--- src/rtl/spi_master_arbiter_if.sv ---
// spi_master_arbiter_if
//   Bundles the requester-side and SPI-master-side signals of spi_master_arbiter.
//   Per-requester fields are packed [1:0][...] arrays; index 0 is requester 0.
//   modport slave  : the arbiter itself
//   modport master : the environment (requesters + SPI byte-master)
// Signals
//   req/req_len/req_div/wdata      requester -> arbiter
//   wdata_ack/rdata/rvalid/gnt/done/err  arbiter -> requester
//   m_rd_en/m_sclk_div/m_tx_data   arbiter -> SPI master
//   m_rd_done/m_rd_data            SPI master -> arbiter
interface spi_master_arbiter_if #(
  parameter int LEN_W = 4
);
  logic [1:0]            req;
  logic [1:0][LEN_W-1:0] req_len;
  logic [1:0][7:0]       req_div;
  logic [1:0][7:0]       wdata;
  logic [1:0]            wdata_ack;
  logic [7:0]            rdata;
  logic [1:0]            rvalid;
  logic [1:0]            gnt;
  logic [1:0]            done;
  logic                  err;
  logic                  m_rd_en;
  logic [7:0]            m_sclk_div;
  logic [7:0]            m_tx_data;
  logic                  m_rd_done;
  logic [7:0]            m_rd_data;

  modport slave (
    input  req, req_len, req_div, wdata, m_rd_done, m_rd_data,
    output wdata_ack, rdata, rvalid, gnt, done, err, m_rd_en, m_sclk_div, m_tx_data
  );

  modport master (
    output req, req_len, req_div, wdata, m_rd_done, m_rd_data,
    input  wdata_ack, rdata, rvalid, gnt, done, err, m_rd_en, m_sclk_div, m_tx_data
  );
endinterface

--- src/rtl/spi_master_arbiter.sv ---
// spi_master_arbiter
//   Shares one SPI byte-master between two requesters. Round-robin grants whole
//   bursts, sequences each byte (LOAD -> XFER -> GAP) and returns every received
//   byte to the grantee. The SPI master keeps ownership of the SPI pins.
// Optional feature: define SPI_ARB_TIMEOUT_EN to enable a per-byte watchdog
//   (TIMEOUT cycles in XFER without m_rd_done aborts the burst and pulses err).
// Ports
//   clk, rst_n : clock (posedge) and asynchronous active-low reset
//   bus        : spi_master_arbiter_if.slave (requester and SPI-master sides)
module spi_master_arbiter #(
  parameter int LEN_W   = 4,
  parameter int GAP_CYC = 2,
  parameter int TIMEOUT = 1023
) (
  input  logic                  clk,
  input  logic                  rst_n,
  spi_master_arbiter_if.slave   bus
);

  localparam int GW = (GAP_CYC > 1) ? $clog2(GAP_CYC) : 1;

  if (GAP_CYC < 1 || TIMEOUT < 1) begin : g_bad_param
    $error("spi_master_arbiter: GAP_CYC and TIMEOUT must be >= 1");
  end

  typedef enum logic [2:0] {IDLE, GRANT, LOAD, XFER, GAP, DONE} state_t;

  state_t           state;
  logic             win;      // current grantee
  logic             last;     // most recent grantee, loses a tie
  logic [LEN_W-1:0] cnt;
  logic [GW-1:0]    gap_cnt;
  logic             pick;

`ifdef SPI_ARB_TIMEOUT_EN
  localparam int TW = $clog2(TIMEOUT + 1);
  logic [TW-1:0] tmo;
`else
  assign bus.err = 1'b0;
`endif

  // Single requester wins outright; on a tie the one not served last wins.
  assign pick = (&bus.req) ? ~last : bus.req[1];

  always_ff @(posedge clk or negedge rst_n) begin
    if (!rst_n) begin
      state          <= IDLE;
      win            <= 1'b0;
      last           <= 1'b1;
      cnt            <= '0;
      gap_cnt        <= '0;
      bus.gnt        <= '0;
      bus.done       <= '0;
      bus.rvalid     <= '0;
      bus.wdata_ack  <= '0;
      bus.m_rd_en    <= 1'b0;
      bus.rdata      <= '0;
      bus.m_tx_data  <= '0;
      bus.m_sclk_div <= '0;
`ifdef SPI_ARB_TIMEOUT_EN
      bus.err        <= 1'b0;
      tmo            <= '0;
`endif
    end else begin
      // Pulse outputs default low every cycle.
      bus.done      <= '0;
      bus.rvalid    <= '0;
      bus.wdata_ack <= '0;
`ifdef SPI_ARB_TIMEOUT_EN
      bus.err       <= 1'b0;
`endif
      case (state)
        IDLE: begin
          if (|bus.req) begin
            win     <= pick;
            bus.gnt <= {pick, ~pick};
            state   <= GRANT;
          end
        end
        GRANT: begin
          // Length and divider are frozen here for the whole burst.
          cnt            <= bus.req_len[win];
          bus.m_sclk_div <= bus.req_div[win];
          state          <= (bus.req_len[win] == '0) ? DONE : LOAD;
        end
        LOAD: begin
          bus.m_tx_data <= bus.wdata[win];
          bus.wdata_ack <= {win, ~win};
          bus.m_rd_en   <= 1'b1;
          gap_cnt       <= '0;
`ifdef SPI_ARB_TIMEOUT_EN
          tmo           <= '0;
`endif
          state         <= XFER;
        end
        XFER: begin
          if (bus.m_rd_done) begin
            bus.rdata   <= bus.m_rd_data;
            bus.rvalid  <= {win, ~win};
            bus.m_rd_en <= 1'b0;
            if (cnt != '0) cnt <= cnt - 1'b1;
            state       <= GAP;
          end
`ifdef SPI_ARB_TIMEOUT_EN
          else if (tmo == TW'(TIMEOUT - 1)) begin
            // Stuck master: abandon the rest of the burst but still close it.
            bus.m_rd_en <= 1'b0;
            bus.err     <= 1'b1;
            cnt         <= '0;
            state       <= DONE;
          end else begin
            tmo <= tmo + 1'b1;
          end
`endif
        end
        GAP: begin
          // Keeps m_rd_en low long enough for the master to re-arm.
          if (gap_cnt == GW'(GAP_CYC - 1)) begin
            state <= (cnt != '0) ? LOAD : DONE;
          end else begin
            gap_cnt <= gap_cnt + 1'b1;
          end
        end
        DONE: begin
          bus.done <= {win, ~win};
          bus.gnt  <= '0;
          last     <= win;
          state    <= IDLE;
        end
        default: state <= IDLE;
      endcase
    end
  end

endmodule
--- src/flat_wrapper.sv ---
// flat-port wrapper written by rule: the top's interface ports become plain ports
module spi_master_arbiter_flat 
#(
  parameter int LEN_W   = 4,
  parameter int GAP_CYC = 2,
  parameter int TIMEOUT = 1023
)
  (clk, rst_n, bus_req, bus_req_len, bus_req_div, bus_wdata, bus_m_rd_done, bus_m_rd_data, bus_wdata_ack, bus_rdata, bus_rvalid, bus_gnt, bus_done, bus_err, bus_m_rd_en, bus_m_sclk_div, bus_m_tx_data);
  spi_master_arbiter_if #(.LEN_W(LEN_W)) bus_i ();
  input  logic clk;
  input  logic rst_n;
  input wire logic [$bits(bus_i.req)-1:0] bus_req;
  input wire logic [$bits(bus_i.req_len)-1:0] bus_req_len;
  input wire logic [$bits(bus_i.req_div)-1:0] bus_req_div;
  input wire logic [$bits(bus_i.wdata)-1:0] bus_wdata;
  input wire logic [$bits(bus_i.m_rd_done)-1:0] bus_m_rd_done;
  input wire logic [$bits(bus_i.m_rd_data)-1:0] bus_m_rd_data;
  output wire logic [$bits(bus_i.wdata_ack)-1:0] bus_wdata_ack;
  output wire logic [$bits(bus_i.rdata)-1:0] bus_rdata;
  output wire logic [$bits(bus_i.rvalid)-1:0] bus_rvalid;
  output wire logic [$bits(bus_i.gnt)-1:0] bus_gnt;
  output wire logic [$bits(bus_i.done)-1:0] bus_done;
  output wire logic [$bits(bus_i.err)-1:0] bus_err;
  output wire logic [$bits(bus_i.m_rd_en)-1:0] bus_m_rd_en;
  output wire logic [$bits(bus_i.m_sclk_div)-1:0] bus_m_sclk_div;
  output wire logic [$bits(bus_i.m_tx_data)-1:0] bus_m_tx_data;
  assign bus_i.req = bus_req;
  assign bus_i.req_len = bus_req_len;
  assign bus_i.req_div = bus_req_div;
  assign bus_i.wdata = bus_wdata;
  assign bus_i.m_rd_done = bus_m_rd_done;
  assign bus_i.m_rd_data = bus_m_rd_data;
  assign bus_wdata_ack = bus_i.wdata_ack;
  assign bus_rdata = bus_i.rdata;
  assign bus_rvalid = bus_i.rvalid;
  assign bus_gnt = bus_i.gnt;
  assign bus_done = bus_i.done;
  assign bus_err = bus_i.err;
  assign bus_m_rd_en = bus_i.m_rd_en;
  assign bus_m_sclk_div = bus_i.m_sclk_div;
  assign bus_m_tx_data = bus_i.m_tx_data;
  spi_master_arbiter #(.LEN_W(LEN_W), .GAP_CYC(GAP_CYC), .TIMEOUT(TIMEOUT)) u_core (.clk(clk), .rst_n(rst_n), .bus(bus_i));
endmodule
--- config.mk ---
export PLATFORM = sky130hd
export DESIGN_NAME = spi_master_arbiter_flat
export DESIGN_NICKNAME = d
export VERILOG_FILES = /design/src/rtl/spi_master_arbiter_if.sv /design/src/rtl/spi_master_arbiter.sv /design/src/flat_wrapper.sv
export SDC_FILE = /design/constraint.sdc
export NUM_CORES = 1
export LEC_CHECK = 0
export ABC_CLOCK_PERIOD_IN_PS = 2000
export CAP_MARGIN = 10
export CORE_MARGIN = 1
export CORE_UTILIZATION = 35
export DETAILED_ROUTE_END_ITERATION = 16
export PLACE_DENSITY_LB_ADDON = 0.1
export SLEW_MARGIN = 20
export SYNTH_ARGS = -nofsm -noshare
export SYNTH_HDL_FRONTEND = slang
export SYNTH_SLANG_ARGS = --single-unit
--- constraint.sdc ---
create_clock -name clk -period 2 [get_ports clk]
set_input_delay 0.3 -clock clk [delete_from_list [all_inputs] [get_ports clk]]
set_output_delay 0.3 -clock clk [all_outputs]
set_load 0.02 [all_outputs]
**Word-level counts from Yosys, hierarchy flattened**

Cells that the tools add are included.

- Logic and storage cells: 69
- Flip-flop bits (word level): 43
- Input bits: 53
- Output and inout bits: 34

- Bitwise gates (word level): 3
- Mux-type cells: 26
- Order comparisons: 1
- Reductions and logical operators: 15
- Add/subtract/negate cells: 2
- Eq/ne operators: 9

Operators by type and width:

| cell | count |
|---|---|
| 8-bit 2-to-1 mux | 4 |
| 4-bit 2-to-1 mux | 4 |
| 3-bit 2-to-1 mux | 5 |
| 3-bit case mux with 5 select lines | 1 |
| 2-bit 2-to-1 mux | 5 |
| 2-bit AND reduction | 5 |
| 4-bit case mux with 2 select lines | 1 |
| 2-bit nonzero test | 4 |
| 3-bit by 2-bit equality test with 1-bit output (second input constant) | 2 |
| 3-bit equality test (second input constant) | 2 |
| 2-bit by 1-bit != test with 1-bit output (second input constant) | 3 |
| 3-bit AND reduction | 2 |
| 4-bit zero test | 1 |
| 1-bit case mux with 2 select lines | 2 |
| 2-bit case mux with 2 select lines | 1 |
| 4-bit nonzero test | 1 |
| 4-bit by 1-bit subtractor with 4-bit output (second input constant) | 1 |
| 3-bit by 1-bit equality test with 1-bit output (second input constant) | 1 |
| 3-bit zero test | 1 |
| 1-bit 2-to-1 mux | 3 |
| 1-bit inverter | 3 |
| 1-bit by 2-bit < comparator with 1-bit output (second input constant) | 1 |
| 2-bit != test (second input constant) | 1 |
| 2-bit OR reduction | 1 |
| 1-bit adder (second input constant) | 1 |

**Depth between registers and ports, before layout**

- Word-level depth: 5
- Depth in mapped cells: 6
- Gate-level depth less buffers: 6

**Worst setup path before layout**

Ideal clock, no wire load.

- Path kind: register to register
- Start point: register u_core.win
- End point: register u_core.state[2]
- Setup slack: 539 ps
- Arrival time: 1379 ps
- Library setup time: 82 ps
- Required time: 1918 ps
- Stages on the path, launching flop included: 6
- Path buffers: 1
- Clock period less this slack: 1461 ps
- Cells stage by stage: dfrtp_1 buf_6 or4_4 o22ai_2 nand3b_1 a31oi_1

- Word-level cells in the longest chain between the ends: 5

Ends and longest elaborated chain:

| item | line | RTL |
|---|---|---|
| start, declared | spi_master_arbiter.sv:29 | `logic win;` |
| start signal, assigned | spi_master_arbiter.sv:75 | `win <= pick;` |
| 4-bit 2-to-1 mux (implied by the code) (2 in series) | spi_master_arbiter.sv:84 | `state <= (bus.req_len[win] == '0) ? DONE : LOAD;` |
| 4-bit zero test | spi_master_arbiter.sv:84 |  |
| 3-bit 2-to-1 mux | spi_master_arbiter.sv:84 |  |
| 3-bit case mux with 5 select lines | spi_master_arbiter.sv:72 | `case (state)` |
| end signal, assigned | spi_master_arbiter.sv:84 |  |
| end signal, assigned | spi_master_arbiter.sv:119 | `state <= (cnt != '0) ? LOAD : DONE;` |
| end, declared | spi_master_arbiter.sv:28 | `state_t state;` |

No other way between the ends. The select of a mux whose other input is x is not followed.
A chain may end at the register's enable or synchronous reset.

**Final worst setup path**

- Start point: register u_core.state[1]
- End point: register u_core.cnt[3]

- Word-level cells in the longest chain between the ends: 3
- Elaborated cells on any way between the ends: 7
- Classes of those cells: eq/ne (4); mux (1); reduce/logical (2)

Ends and longest elaborated chain:

| item | line | RTL |
|---|---|---|
| 3-bit by 2-bit equality test with 1-bit output / 3-bit by 1-bit equality test with 1-bit output (equally long branches) | spi_master_arbiter.sv:72 |  |
| 2-bit by 1-bit != test with 1-bit output (no line) (tied with other cells) | -- |  |
| 3-bit AND reduction (no line) | -- |  |
| end signal, assigned | spi_master_arbiter.sv:82 | `cnt <= bus.req_len[win];` |
| end signal, assigned | spi_master_arbiter.sv:101 | `if (cnt != '0) cnt <= cnt - 1'b1;` |
| end, declared | spi_master_arbiter.sv:31 | `logic [LEN_W-1:0] cnt;` |

Several ways; a longest one is shown, not always the timed one.

==> out/results.ini <==
[critical_path]
end_kind = flip-flop
worstPathArrival_ps = 1780
crit_fanout = 14
critPathKind = flip-flop to flip-flop
start_kind = flip-flop
crit_required_ps = 2190
worstSetupStartpoint = u_core.state[1]$_DFFE_PN0P_
rr_startpoint = u_core.state[1]$_DFFE_PN0P_

[drt]
drc = 0
drt-initial-drc-count = 70
vias = 1734
wl_um = 4710
postRouteAntennaNets = 0
drt_first_pass_iters = 4
wl_per_cell_um = 13.1
viasPerCell = 4.83

[power]
power.share.sequential_pct = 34.3
design_power_total_uw = 4560
p_sw_uw = 1800
clkPwrFrac_pct = 13.2
combPwrFrac_pct = 52.5
p_leak_uw = 0.00134
power_density_nw_per_um2 = 1460
power.internal_uw = 2770
swShare_pct = 39.4
vdd.ir_drop.worst_v = 0.000628

[final_layout]
diodes = 0
fin_nets = 340
mostFrequentLayoutCells = 84 x clkdlybuf4s50_1, 42 x dfrtp_1, 23 x nor2_1, 21 x a21oi_1, 20 x mux2i_1
area_growth_pct = 50.7
fillers = 520
final_common_cell = clkdlybuf4s50_1
instances_no_fill = 359
layout-drive-gt1-share_pct = 8.36

[sta]
worst_pin_slew_ps = 504
hold_violations = 0
maxSlewHeadroom_pct = 66.4
grt_setup_unrepaired = no
fin_skew_ps = 4.71
fin_crit_sh_pct = 79.5
slew_viol_final = 0
setup_viol = 0
holdWs_ps = 490
fmax_mhz = 629
timing.final.crit_period_ps = 1590
timing.setup.tns_ps = 0

[placed_design]
port_buffers = 85
gp_congestion = 0.750
dp_cells = 350
dpl.hpwl_um = 3550

[global_routing]
gr-usage-all-layers_pct = 16.2
antenna_found_initial = 0
grt_start_max_net_pins = 24
grt_pass1_wl_um = 7860
grt_overflow = 0
grt_pass1_vias = 1629

[synthesis]
synth-edff-count = 0
ys_types = 41
syn_nets = 251
synth.area.mux_share_pct = 15.1
yosysWarnings = 0
netlist_area_um2 = 2080
synth_top_family_by_area = simple AND/OR/NAND/NOR gates
avgSynthCellArea_um2 = 10.5
synth_compound_area_share_pct = 11.8
syn_inst = 197
synth_top_flop_cell = dfrtp_1
synthAdderAreaFrac_pct = 0.602
ys_seq_elements = 43
synth-xor-area-share_pct = 0
synthArstFlopShare_pct = 100
synth-simple-area-share_pct = 16.2
yosysSeqAreaShare_pct = 51.9

[floorplan]
rows = 27
die_w_um = 79.0
coreArea_um2 = 5610
die_area_um2 = 6250
initial_core_util_pct = 37.0
pin_count = 87
die_y_um = 79.0

[clock_tree]
clockBufferDepth = 2
post_cts_buffers = 0
cts_tree = done
h-tree-depth = 2
clk_pin_slew_worst_paths_ps = 80
cts_buffers = 5
clock-sinks = 43
clock_latency_ps = 290
clock-root-buffer = clkbuf_8

[hold_path]
hp-start = u_core.bus.m_rd_en$_DFFE_PN0P_
holdCritPathClass = flip-flop to flip-flop

[status]
outcome = completed

[run]
max_cap_violations = 0

## power groups by stage
stage / Sequential, uW / Clock [uW] / Combinational [uW]
after CTS: 1570 / 629 / 2430
final: 1560 / 602 / 2400
after global placement: 1580 / 0 / 2400
after global routing: 1630 / 656 / 2640
after detailed placement: 1580 / 0 / 2430
after floorplan: 1840 / 0 / 1190
## cell type report
| type | instances | area, um^2 | share of cell area (%) |
|---|---|---|---|
| flip-flops and latches | 43 | 1080 | 34.4 |
| inverters | 7 | 26.3 | 0.840 |
| multi-input cells | 136 | 911 | 29.1 |
| clock inverters | 1 | 7.51 | 0.240 |
| repair buffers | 93 | 921 | 29.4 |
| clock buffers | 7 | 96.3 | 3.08 |
| well taps | 72 | 90.1 | 2.88 |
## routing by layer
| metal | share of wire (%) | track usage [%] |
|---|---|---|
| met1 | 45 | 20.9 |
| met2 | 46 | 26.7 |
| met3 | 7.3 | 3.79 |
| met4 | 1.2 | 4.91 |
| met5 | 0 | 0 |
## logic make-up after synthesis
kind of cell               Yosys count
and+or+nand+nor                     63
AOI/OAI and AO/OA                   41
DFF                                 43
buffers and inverters               18
muxes                               30
adders and majority gates            1
other                                1
## synthesized netlist by cell type (all sizes together), types with 3 or more instances
| cell | instances | area [um^2] |
|---|---|---|
| nand3b | 3 | 22.5 |
| o21ai | 8 | 40.0 |
| dfrtp | 42 | 1050 |
| nor3 | 4 | 25.0 |
| inv | 7 | 26.3 |
| a31oi | 3 | 18.8 |
| mux2i | 20 | 200 |
| a21oi | 21 | 105 |
| nand2 | 14 | 52.6 |
| nor2 | 23 | 86.3 |
| nand3 | 5 | 25.0 |
| mux2 | 10 | 113 |
| nor3b | 3 | 45.1 |
| buf | 10 | 58.8 |
## critical path, stage by stage (launching register included)
cell and delay, ps:
dfrtp_1 660, nand4b_1 210, buf_4 240, o2bb2ai_1 140
a22o_1 230
## through the flow
stage	utilization [%]	setup slack (ps)	instance area [um^2]
CTS	55.8	401	3130
floorplan	-	539	2080
global placement	53.8	206	3020
global route	55.8	173	3130
detailed placement	53.8	190	3020
finish	55.8	410	3130
## final timing paths
check                                                  end  slack, ps  cells past startpoint
max                              u_core.cnt[3]$_DFFE_PN0P_        410                      4
min                         u_core.bus.m_rd_en$_DFFE_PN0P_        490                      1
max reg2reg                      u_core.cnt[3]$_DFFE_PN0P_        410                      4
min reg2reg                 u_core.bus.m_rd_en$_DFFE_PN0P_        490                      1
max in group asynchronous          u_core.last$_DFFE_PN1P_        930                      3
min in group asynchronous  u_core.bus.rdata[2]$_DFFE_PN0P_        500                      2
## repair_timing
item | CTS | global route
gates resized for setup | 0 | 0
hold buffers | 1 | 0
hold endpoints to repair | 20 | 0
setup endpoints to repair | 0 | 0
## flip-flops by register name, summed over array words and instances, names as in the netlist
signal                 count
u_core.bus.rvalid          2
u_core.win                 1
u_core.bus.done            2
u_core.bus.gnt             2
u_core.bus.m_sclk_div      8
u_core.bus.wdata_ack       2
u_core.last                1
u_core.bus.rdata           8
u_core.bus.m_tx_data       8
u_core.gap_cnt             1
u_core.state               3
u_core.cnt                 4
u_core.bus.m_rd_en         1
Power figures use the tool's default switching activity.
==> variant 1 (same flow settings) <==
`GAP_CYC` is set to 2 in 2 places; all go to 4.
--- a/src/rtl/spi_master_arbiter.sv
+++ b/src/rtl/spi_master_arbiter.sv
@@ -11,3 +11,3 @@
   parameter int LEN_W   = 4,
-  parameter int GAP_CYC = 2,
+  parameter int GAP_CYC = 4,
   parameter int TIMEOUT = 1023
--- a/src/flat_wrapper.sv
+++ b/src/flat_wrapper.sv
@@ -4,3 +4,3 @@
   parameter int LEN_W   = 4,
-  parameter int GAP_CYC = 2,
+  parameter int GAP_CYC = 4,
   parameter int TIMEOUT = 1023
Formal check against the unedited RTL: not equivalent (a bounded check fails within 10 cycles, from zero or initial values and one cycle with rst_n low).
==> variant 1 against the unedited design <==
  * Clock skew is 0.0020 ns higher
  * Power is 3.2% higher
  * Routed wire length is 7.6% higher
  * Setup slack better by 0.016 ns
  * Design area is 2.7% higher
  * Sequential cell count is 1 higher
  * Area after synthesis is 5.1% higher
  * Synthesized cell count is 5.1% higher
==> variant 1: results (changes against the unedited design) <==
Outcome
  – Status: finished clean (unchanged)

Route
  – DR WL/cell: 13.60 um (was 13.13 um)
  – Highest Signal Layer: met4 (unchanged)
  – Via count: 1840 (was 1734)
  – M1 WL: 2.281 mm (was 2.137 mm)
  – Metal3 WL: 464 um (was 342 um)
  – Number of DRC markers in iteration 0: 45 (was 70)
  – Via density: 4.933 (was 4.830)
  – WL met2: 2.285 mm (was 2.176 mm)

Layout
  – # nets final: 352 (was 340)
  – N_diodes: 0 (unchanged)
  – # fillers: 560 (was 520)
  – Largest registers: u_core.bus.m_sclk_div x8, u_core.bus.m_tx_data x8, u_core.bus.rdata x8 (unchanged)
  – Layout cells sized above 1: 12.08% (was 8.362%)

Synth
  – Area contributors post-synth: dfrtp_1, mux2i_1, mux2_2 (was dfrtp_1, mux2i_1, mux2_1)
  – Post-Syn Nets: 262 (was 251)
  – Yosys cell types: 42 (was 41)
  – Top cells by count, synth: dfrtp_1, nor2_1, a21oi_1, mux2i_1, nand2_1 (unchanged)
  – Sequential share of the synthesized area: 50.52% (was 51.87%)
  – Cell count after synthesis: 207 (was 197)

Critical path
  – Critical Path AT: 1.27 ns (was 1.78 ns)
  – Slowest cell on the critical path: clkdlybuf4s50_1 (was dfrtp_1)
  – Critical path's top delay family: buffers and inverters (was flip-flops)
  – CP max stage delay: 0.61 ns (was 0.66 ns)
  – Worst Setup SP: u_core.bus.gnt[0]$_DFFE_PN0P_ (was u_core.state[1]$_DFFE_PN0P_)
  – Reg2reg end: u_core.state[1]$_DFFE_PN0P_ (was u_core.cnt[3]$_DFFE_PN0P_)
  – Reg2reg path depth: 3 (was 4)
  – R2R Setup Slk: 0.45 ns (was 0.41 ns)
  – CP max FO: 3 (was 14)
  – CP endpoint: bus_gnt[0] (was u_core.cnt[3]$_DFFE_PN0P_)

Power and ir drop
  – Peak supply drop: 0.6412 mV (was 0.6279 mV)
  – Int Power: 2.853 mW (was 2.765 mW)
  – Total leakage power: 1.381 nW (was 1.342 nW)

Timing
  – Max_slew headroom: 62.67% (was 66.39%)
  – Clk_skew: 0.006699 ns (was 0.004706 ns)
  – Fin Hold WS: 0.07489 ns (was 0.4902 ns)

Clocking
  – Clock transition at the registers of the reported paths: 0.08 ns (about the same)
  – Post-cts resize count: 0 (unchanged)
  – Total setup buffers inserted after CTS: 0 (unchanged)
  – TritonCTS Buffers: 5 (unchanged)
  – Clock root buffer: clkbuf_8 (unchanged)
  – Latest clock arrival within the worst-skew pair: 0.29 ns (about the same)

Min path
  – Min-delay worst type: in -> async (was reg -> reg)

Placement
  – DP Wirelength: 3.809 mm (was 3.550 mm)
  – RD Place Congestion: 0.7669 (was 0.7497)
  – Dpl cell area: 3120 um2 (was 3015 um2)

GRT
  – Initial antenna violation count: 0 (unchanged)
  – First-pass GRT wire length: 7.997 mm (was 7.859 mm)
  – Total track usage: 15.97% (was 16.16%)
  – Largest net degree at the start of global routing: 45 (was 24)
[variant 1: area by class of cell]
| type | count | area (um2) | area share [%] |
|---|---|---|---|
| Clock inverter | 1 | 7.507 | 0.2336 |
| Inverter | 5 | 18.77 | 0.5839 |
| Timing Repair Buffer | 96 | 928.4 | 28.88 |
| Multi-Input combinational cell | 145 | 977.2 | 30.40 |
| Clock buffer | 7 | 86.33 | 2.686 |
| Sequential cell | 44 | 1102 | 34.29 |
| Tap cell | 75 | 93.84 | 2.919 |
[variant 1: kinds of logic (layout without fill, tap and decap cells)]
logic type      count (synthesis)  in the layout  share of synthesized area (%)
buf+inv                        18            109                          4.701
fa+ha+maj                       2              2                          1.147
other cells                     1              1                         0.1719
compound gates                 48             48                          13.93
mux                            29             29                          13.88
simple gates                   65             65                          15.65
flops                          44             44                          50.52
[variant 1: power by group through the flow]
stage	registers (mW)	clock network (mW)	logic, mW
2_1_floorplan	1.85	0	1.32
3_3_place_gp	1.59	0	2.56
3_5_place_dp	1.59	0	2.59
4_1_cts	1.58	0.604	2.59
5_1_grt	1.63	0.639	2.80
6_report	1.58	0.575	2.55
[variant 1: worst min-delay path by stage]
stage | cells after the start | to | startpoint
after floorplan | 0 | u_core.bus.done[0]$_DFF_PN0_ | rst_n
after global placement | 2 | u_core.cnt[0]$_DFFE_PN0P_ | rst_n
after detailed placement | 2 | u_core.cnt[0]$_DFFE_PN0P_ | rst_n
after CTS | 2 | u_core.cnt[0]$_DFFE_PN0P_ | rst_n
after global routing | 2 | u_core.cnt[0]$_DFFE_PN0P_ | rst_n
final | 2 | u_core.cnt[3]$_DFFE_PN0P_ | rst_n
[variant 1: metrics by stage]
step,setup slack (ns),utilization [%]
after floorplan,0.4427,-
after global placement,0.2831,52.40
after detailed placement,0.2797,52.40
after CTS,0.4053,53.97
after global routing,0.3489,53.97
final,0.4260,53.97
[variant 1: routing by layer]
metal | track usage, % | up-vias
met1 | 20.69 | 861
met4 | 4.286 | 0
met5 | 0 | -
li1 | - | 900
met3 | 5.169 | 6
met2 | 25.55 | 73
==> variant 2 (same settings) <==
Without the edit above. The 6 states of `state_t` get a Gray code encoding in 3 bits.
--- a/src/rtl/spi_master_arbiter.sv
+++ b/src/rtl/spi_master_arbiter.sv
@@ -25,3 +25,3 @@
 
-  typedef enum logic [2:0] {IDLE, GRANT, LOAD, XFER, GAP, DONE} state_t;
+  typedef enum logic [2:0] {IDLE = 3'b000, GRANT = 3'b001, LOAD = 3'b011, XFER = 3'b010, GAP = 3'b110, DONE = 3'b111} state_t;
 
Check against the original RTL: same outputs for any inputs over 10 cycles, from zero or initial values and one cycle with rst_n low; not proved beyond that.
==> variant 2 against the unedited design <==
  * The run now ends with hold timing left
  * Global-route usage fell by 0.74 points
  * Setup slack got worse by 0.085 ns
  * Area after synthesis is 2.3% lower
  * Sequential cell count did not move
  * Routed wire length down 3.5%
  * Power fell by 2.9%
  * Design area decreased by 3.2%
  * Maximum frequency is 5.1% lower
  * Largest cell class unchanged
==> variant 2: results (changes against the unedited design) <==
Critical path
  – Reg2reg end: u_core.cnt[2]$_DFFE_PN0P_ (was u_core.cnt[3]$_DFFE_PN0P_)
  – CP max FO: 13 (was 14)
  – R2R Setup Slk: 0.32 ns (was 0.41 ns)

Timing
  – Fin Hold WS: -0.007386 ns (was 0.4902 ns)
  – Fmax: 0.5969 GHz (was 0.6290 GHz)
  – Clk_skew: 0.003202 ns (was 0.004706 ns)
  – Worst slew pin tran: 0.5639 ns (was 0.5042 ns)
  – Hold Violations, Final: 21 (was 0)

Outcome
  – Failing checks: hold timing
  – Status: finished, violations left (was finished clean)

Layout
  – # fillers: 504 (was 520)
  – # nets final: 324 (was 340)
  – Layout cells sized above 1: 11.07% (was 8.362%)

Synth
  – Synthesized-area fraction occupied by adder cells: 0.6169% (was 0.6024%)
  – Mux share of post-synthesis cell area: 15.67% (was 15.06%)
  – Post-Syn Nets: 237 (was 251)
  – Area contributors post-synth: dfrtp_1, mux2i_1, mux2_2 (was dfrtp_1, mux2i_1, mux2_1)
  – Yosys cell types: 33 (was 41)

Power and ir drop
  – Total leakage power: 1.314 nW (was 1.342 nW)
  – Peak supply drop: 0.5492 mV (was 0.6279 mV)

GRT
  – Largest net degree at the start of global routing: 25 (was 24)
  – First-pass GRT wire length: 7.293 mm (was 7.859 mm)
  – Total track usage: 15.42% (was 16.16%)
  – Vias in the first global route: 1491 (was 1629)

Placement
  – DP Wirelength: 3.348 mm (was 3.550 mm)
  – Dpl cell area: 2929 um2 (was 3015 um2)

Route
  – Detailed Route WL: 4.547 mm (was 4.714 mm)
  – Via density: 4.688 (was 4.830)
  – Router iterations before antenna repair: 6 (was 4)
## variant 2: worst max path at each step
stage,from,to,cells past startpoint
floorplan,u_core.state[0]$_DFFE_PN0P_,u_core.cnt[3]$_DFFE_PN0P_,4
global placement,bus_m_rd_done,u_core.cnt[3]$_DFFE_PN0P_,5
detailed placement,bus_m_rd_done,u_core.cnt[2]$_DFFE_PN0P_,5
CTS,u_core.state[2]$_DFFE_PN0P_,u_core.cnt[2]$_DFFE_PN0P_,4
global route,u_core.state[2]$_DFFE_PN0P_,u_core.cnt[1]$_DFFE_PN0P_,4
finish,u_core.state[2]$_DFFE_PN0P_,u_core.cnt[2]$_DFFE_PN0P_,4
## variant 2: logic make-up after synthesis
logic type / Yosys count
and+or+nand+nor: 57
DFF: 43
AOI/OAI and AO/OA: 35
muxes: 30
buffers and inverters: 16
adders and majority gates: 1
other: 1
## variant 2: final cells by class
cell class                 instances  area, um2  share of cell area, %
sequential                        43       1077                  35.56
multi-input combinational        124      855.8                  28.25
clock buffer                       8      100.1                  3.304
timing repair buffer              90      883.3                  29.16
inverter                           6      22.52                 0.7435
tap                               72      90.09                  2.974
## variant 2: power by group
group	leakage, nW	total, mW	switching [mW]	internal, mW
sequential	0.511	1.56	0.298	1.26
clock	0.0515	0.602	0.287	0.315
combinational	0.751	2.27	1.11	1.15
## variant 2: routing by layer
metal / global-route usage [%] / vias up / routed length, um
li1: - / 800 / -
met1: 20.82 / 751 / 2094
met2: 23.25 / 51 / 2113
met3: 5.116 / 6 / 284
met4: 5.000 / 0 / 54
met5: 0 / - / 0
## variant 2: stage by stage
stage	hold slack, ns	cells
final	-0.007386	343
after detailed placement	0.3275	335
after CTS	0.01117	343
after global placement	0.3264	335
after global routing	0.01586	343
after floorplan	0.004409	183
## variant 2: worst max-delay path: stages (launching register included)
cell and delay [ns]:
dfrtp_1 0.58, nand4bb_4 0.49, o21bai_4 0.31, a21oi_1 0.09, a21oi_1 0.12
